===== config.mk =====
export PLATFORM = sky130hd
export DESIGN_NAME = upcount_8bit
export DESIGN_NICKNAME = d
export VERILOG_FILES = /design/src/rtl/upcount_8bit_pkg.sv /design/src/rtl/upcount_8bit.sv
export SDC_FILE = /design/constraint.sdc
export NUM_CORES = 1
export LEC_CHECK = 0
export BUFFER_PORTS_ARGS = -buffer_cell sky130_fd_sc_hd__buf_4
export CAP_MARGIN = 25
export CORE_AREA = 2 2 39 41
export DETAILED_ROUTE_END_ITERATION = 7
export DIE_AREA = 0 0 41 43
export HOLD_SLACK_MARGIN = 0.08
export PLACE_DENSITY = 0.62
export SYNTH_ARGS = -nofsm -noshare
export SYNTH_HDL_FRONTEND = slang
export SYNTH_SLANG_ARGS = --single-unit

===== constraint.sdc =====
create_clock -name clk -period 1.5 [get_ports clk]
set_input_delay 0.225 -clock clk [delete_from_list [all_inputs] [get_ports clk]]
set_output_delay 0.225 -clock clk [all_outputs]
set_load 0.005 [all_outputs]

===== src/rtl/upcount_8bit_pkg.sv =====
// Shared constants and operation decode for the loadable up-counter.
// Load has priority over increment; anything else holds.
package upcount_8bit_pkg;

    localparam int COUNT_WIDTH = 8;

    typedef enum logic [1:0] {
        OP_HOLD = 2'd0,
        OP_INC  = 2'd1,
        OP_LOAD = 2'd2
    } count_op_e;

    function automatic count_op_e decode_op(input logic ld, input logic inc);
        if (ld)
            return OP_LOAD;
        else if (inc)
            return OP_INC;
        else
            return OP_HOLD;
    endfunction

endpackage


===== src/rtl/upcount_8bit.sv =====
// Loadable up-counter with asynchronous active-low clear.
// Each rising edge loads data, increments, or holds; q comes straight from the register.
module upcount_8bit
    import upcount_8bit_pkg::*;
#(
    parameter int WIDTH = COUNT_WIDTH
) (
    input  logic             clk,
    input  logic             rst,
    input  logic             ld,
    input  logic             inc,
    input  logic [WIDTH-1:0] data,
    output logic [WIDTH-1:0] q
);

    count_op_e op;

    assign op = decode_op(ld, inc);

    // Increment wraps naturally modulo 2**WIDTH.
    always_ff @(posedge clk or negedge rst) begin
        if (!rst) begin
            q <= '0;
        end else begin
            case (op)
                OP_LOAD: q <= data;
                OP_INC:  q <= q + WIDTH'(1);
                default: q <= q;
            endcase
        end
    end

endmodule


==> flow_summary.ini, run 1 <==
[run_status]
outcome = finished clean

[sta]
slew_viol_final = 0
clock_skew_ps = 8.51
worstMarginPinSlew_ps = 188
holdWs_ps = 173
fin_crit_ps = 1280
setup_ws_ps = 217
slew_headroom_pct = 87.5
max_freq_mhz = 779
fin_setup_tns_ps = 0
rsz0062_at_grt = no
fin_crit_sh_pct = 85.6
hold_viol_final = 0
setup_viol = 0

[placement]
io_buffer_count = 19
place_congestion = 0.729
hpwlAfterDp_um = 707
place_ws_ps = 223
placed_cells = 80

[setup_path]
path_buf_inv = 0
critPathKind = register to register
worstRegToRegCells = 4
rr_endpoint = q[6]
reg2reg_from = q[0]
worstPathRequired_ps = 1700
worstPathMaxFanout = 5
critPathSlowestCell = dfrtp_1
startpoint = q[0]
startpoint_type = register
cp_slowest_stage_delay_ps = 430
path_delay_family = simple AND/OR/NAND/NOR gates
worst_setup_path_end_kind = register
worstPathArrival_ps = 1480
r2r_slack_ps = 220
cp_cell_sequence = ha_1 -> nand2_1 -> or4_1 -> nand3_1

[global_route]
antenna_found_initial = 0
grt_pass1_wl_mm = 1.54
grt_use_met1_pct = 14.8
top_usage_layer = met2
grt_max_degree = 20
use_met3_pct = 4.71
met2_usage_pct = 21.3
grt.total_usage_pct = 13.5
overflow = 0
first_global_vias = 389

[routing]
viasPerCell = 4.92
drt_iter0_markers = 3
drt_wl_total_um = 959
wl_per_cell_um = 11.4
vias = 413
ant_nets = 0
drc = 0
drt-pass1-iter-count = 4

[logic_synthesis]
syn_area_um2 = 438
syn_avg_cell_area_um2 = 9.12
synth_area_leader_cell = dfrtp_1
synth_enable_flop_cells = 0
synth_warnings = 0
synth_area_leaders = dfrtp_1, nand2_1, xor2_1
ys_seq_elements = 8
synth_top_area_share_pct = 45.7
yosysMostFrequentCell = nand2_1
syn_nets = 61
postSynth.asyncResetShare_pct = 100
ys_seq_area_share_pct = 45.7
ys.flop_type = dfrtp_1
netlist_instances = 48
synth.distinct_cells = 15
ys_top_cells_by_count = nand2_1, dfrtp_1, o21ai_0

[clock_network]
cts_tree = built
cts_buffers = 3
clock_latency_ps = 260
path_clk_slew_ps = 60
cts_resized = 0
root_buffer = clkbuf_4
clockBufferDepth = 2
htreeDepth = 1
cts.sinks = 8

[worst_hold_path]
hold_start = data[0]
hold_end = q[0]
hold_path.class = primary input to register
min_path_cells = 3

[die]
dieArea_um2 = 1760
die_w_um = 41
die_y_um = 43
initial_utilization_pct = 31.6
core_um2 = 1380
row_count = 14
io-pin-count = 20

[cells_and_area]
num_antenna_cells = 0
reg_top3 = q (8)
area_growth_pct = 41.1
largest_reg_flops = 8
top_register = q
nets = 83
drive_gt1_share_pct = 33.8
finalNonFillerCells = 84

[power]
p_leak_nw = 0.289
cellPowerDensity_nw_per_um2 = 923
peakVddDrop_v = 0.000352
power.total_w = 0.000571

[flow_run]
cap_violations = 0
through the flow:
| step | util (%) | area, um2 |
|---|---|---|
| 6_report | 44.7 | 618 |
| 5_1_grt | 44.7 | 618 |
| 4_1_cts | 44.7 | 618 |
| 3_5_place_dp | 42.3 | 586 |
| 3_3_place_gp | 42.3 | 586 |
| 2_1_floorplan | - | 438 |
layer usage:
| layer | vias to the layer above | wire length (um) |
|---|---|---|
| met5 | - | 0 |
| met4 | 0 | 23 |
| met3 | 4 | 64 |
| met2 | 14 | 458 |
| met1 | 185 | 412 |
| li1 | 210 | - |
cells in the final DEF (no fill, tap or decap), types with 3 or more instances in the layout:
cell type / n
buf_4: 19
nand2_1: 10
dfrtp_1: 8
o21ai_0: 5
nand4_1: 3
nor2b_1: 3
or4_1: 3
nand3_1: 3
xor2_1: 3
o21ai_1: 3
clkbuf_4: 3
power breakdown:
| part | leakage [nW] | internal, W | switching (W) |
|---|---|---|---|
| Clock | 0.0138 | 0.0000921 | 0.0000806 |
| Combinational | 0.178 | 0.0000753 | 0.0000524 |
| Sequential | 0.0970 | 0.000240 | 0.0000306 |
| Total | 0.289 | 0.000407 | 0.000164 |
timing repair:
action,CTS,global route
setup buffers,0,0
hold buffers,1,0
endpoints found under the hold margin,8,0
worst max-delay path by stage:
stage	to	slack (ps)	depth (start not counted)
3_5_place_dp	q[6]	220	4
2_1_floorplan	q[6]	290	4
3_3_place_gp	q[6]	250	4
4_1_cts	q[6]	210	4
5_1_grt	q[6]	120	4
6_report	q[6]	220	4
worst min-delay path: stages:
cell,delay (ps)
buf_4,80
nand2_1,40
o21ai_0,60
cell type report:
type / count / area (um2)
clock buffer: 3 / 22.5
sequential: 8 / 200
multi-input combinational: 37 / 223
tap: 16 / 20.0
timing repair buffer: 20 / 153
fill: 146 / 766
kinds of logic after synthesis:
family | share of synthesized area, %
simple gates | 28.6
xor+xnor | 8.00
buf+inv | 3.43
flops | 45.7
compound gates | 9.14
fa+ha+maj | 2.86
mux | 2.29
(Power assumes the default switching activity.)
==> run 2: changes to the inputs <==
Settings changed: ABC_AREA from default to 1, PLACE_DENSITY 0.62 to 0.67.
==> run 2 against run 1 <==
Sequential share of layout area shrank 3.2 points. Clock skew shrank 6.0 ps. Via count grew 23%. Largest power group unchanged. Synthesized cell count grew 42%. Die area is the same. Non-clock buffer count is the same. Wire length grew 21%. Combinational power grew 22%. Core utilization grew 4.9 points. Worst setup slack gained 43 ps.
==> flow_summary.ini, run 2 <==
[logic_synthesis]
synth_area_leader_cell = dfrtp_1
synth_warnings = 0
ys_top_cells_by_count = nand2_1, dfrtp_1, nand3_1
ys_seq_elements = 8
synth_area_leaders = dfrtp_1, nand2_1, nand3_1
synth.distinct_cells = 18
postSynth.asyncResetShare_pct = 100
yosysMostFrequentCell = nand2_1
ys_seq_area_share_pct = 39.9
syn_avg_cell_area_um2 = 7.38
synth_top_area_share_pct = 39.9
netlist_instances = 68
syn_area_um2 = 502
synth_enable_flop_cells = 0
syn_nets = 81
ys.flop_type = dfrtp_1

[routing]
drt_wl_total_mm = 1.16
drc = 0
vias = 507
drt-pass1-iter-count = 4
drt_iter0_markers = 17
wl_per_cell_um = 11.0
ant_nets = 0
viasPerCell = 4.78

[clock_network]
cts.sinks = 8
cts_buffers = 3
clockBufferDepth = 2
cts_resized = 0
cts_setup_buffers = 0
clock_latency_ps = 250
htreeDepth = 1
cts_tree = built
root_buffer = clkbuf_4
path_clk_slew_ps = 60

[cells_and_area]
layout_commonest_cell = nand2_1
ff_latch_area_um2 = 200
drive_gt1_share_pct = 31.1
final_cell_mix = nand2_1, buf_4, nand3_1, dfrtp_1, inv_1
area_growth_pct = 36.7
multi_input_area_um2 = 256
fillCellCount = 132
nets = 105
top_register = q
num_antenna_cells = 0
utilization_pct = 49.5
reg_top3 = q (8)
largest_reg_flops = 8

[power]
internal_power_w = 0.000416
p_clk_share_pct = 28.3
p_comb_share_pct = 26.0
peakVddDrop_v = 0.000523
p_leak_nw = 0.362
cellPowerDensity_nw_per_um2 = 872
power.switching_w = 0.000182
power.total_w = 0.000598
switching_share_pct = 30.5
pwr-share-seq_pct = 45.7

[global_route]
grt.total_usage_pct = 17.0
overflow = 0
first_global_vias = 456
antenna_found_initial = 0
grt_pass1_wl_mm = 1.99
grt_max_degree = 9

[setup_path]
worstPathMaxFanout = 6
path_delay_family = flip-flops
path_buf_inv = 1
r2r_slack_ps = 260
worst_setup_path_end_kind = register
path_common_cell = nand3_1
cp_slowest_stage_delay_ps = 430
critPathSlowestCell = dfrtp_1
worstPathRequired_ps = 1640
critPathKind = register to register
cp_cell_sequence = ha_1 -> nand3_1 -> inv_1 -> or2_0 -> nand3_1 -> nand2_1
startpoint_type = register
worstPathArrival_ps = 1380

[flow_run]
cap_violations = 0

[sta]
slew_headroom_pct = 77.2
rsz0062_at_grt = no
fin_crit_ps = 1240
fin_crit_sh_pct = 82.7
clock_skew_ps = 2.47
max_freq_mhz = 806
setup_viol = 0
fin_setup_tns_ps = 0
worstMarginPinSlew_ps = 342
holdWs_ps = 188
hold_viol_final = 0
slew_viol_final = 0

[die]
row_count = 14
io-pin-count = 20
initial_utilization_pct = 36.3
die_y_um = 43
dieArea_um2 = 1760
core_um2 = 1380
die_w_um = 41

[placement]
place_congestion = 0.811
io_buffer_count = 19
hpwlAfterDp_um = 890

[run_status]
outcome = finished clean

[worst_hold_path]
hold_path.class = primary input to register
[run 2: logic make-up after synthesis]
kind of cell	Yosys count	synth area share [%]
buf+inv	10	8.98
fa+ha+maj	1	2.49
compound gates	8	11.0
simple gates	40	35.9
flops	8	39.9
xor+xnor	1	1.75
[run 2: worst min-delay path: stages]
cell and delay [ps]:
buf_4 70, nand2_1 40, nand3_1 70
[run 2: power by group through the flow]
| stage | logic (W) | registers [W] | clock network (W) |
|---|---|---|---|
| after floorplan | 0.0000763 | 0.000274 | 0 |
| after global placement | 0.000154 | 0.000275 | 0 |
| after detailed placement | 0.000155 | 0.000277 | 0 |
| after CTS | 0.000158 | 0.000273 | 0.000168 |
| after global routing | 0.000178 | 0.000278 | 0.000179 |
| final | 0.000156 | 0.000273 | 0.000169 |
[run 2: final cells by class]
class                   instances  area share, %
well taps                      16           2.92
multi-input cells              50           37.4
inverters                       9           4.93
flip-flops and latches          8           29.2
repair buffers                 20           22.3
clock buffers                   3           3.28
[run 2: path summary, 6_finish.rpt]
path,startpoint,to,cells after the start
hold / removal,data[1],q[1],3
setup reg to reg,q[0],q[4],6
hold reg to reg,q[6],q[6],2
min in group asynchronous,rst,q[7],2
setup / recovery,q[0],q[4],6
max in group asynchronous,rst,q[1],2
[run 2: what timing repair did]
item / CTS / global route
hold endpoints to repair: 8 / 0
hold buffers: 1 / 0
endpoints found under the setup margin: 0 / 0
[run 2: metal layers]
| layer | part of all wire, % | up-vias | GRT usage, % |
|---|---|---|---|
| li1 | - | 263 | - |
| met4 | 0 | 0 | 10.0 |
| met5 | 0 | - | 0 |
| met2 | 50 | 13 | 22.2 |
| met1 | 47 | 231 | 26.2 |
| met3 | 2.9 | 0 | 1.57 |
[run 2: stage by stage]
stage               instances  setup WS, ps  cell area (um2)
floorplan                  68           320              502
global placement          102           303              653
detailed placement        102           262              653
CTS                       106           250              686
global route              106          95.2              686
finish                    106           260              686
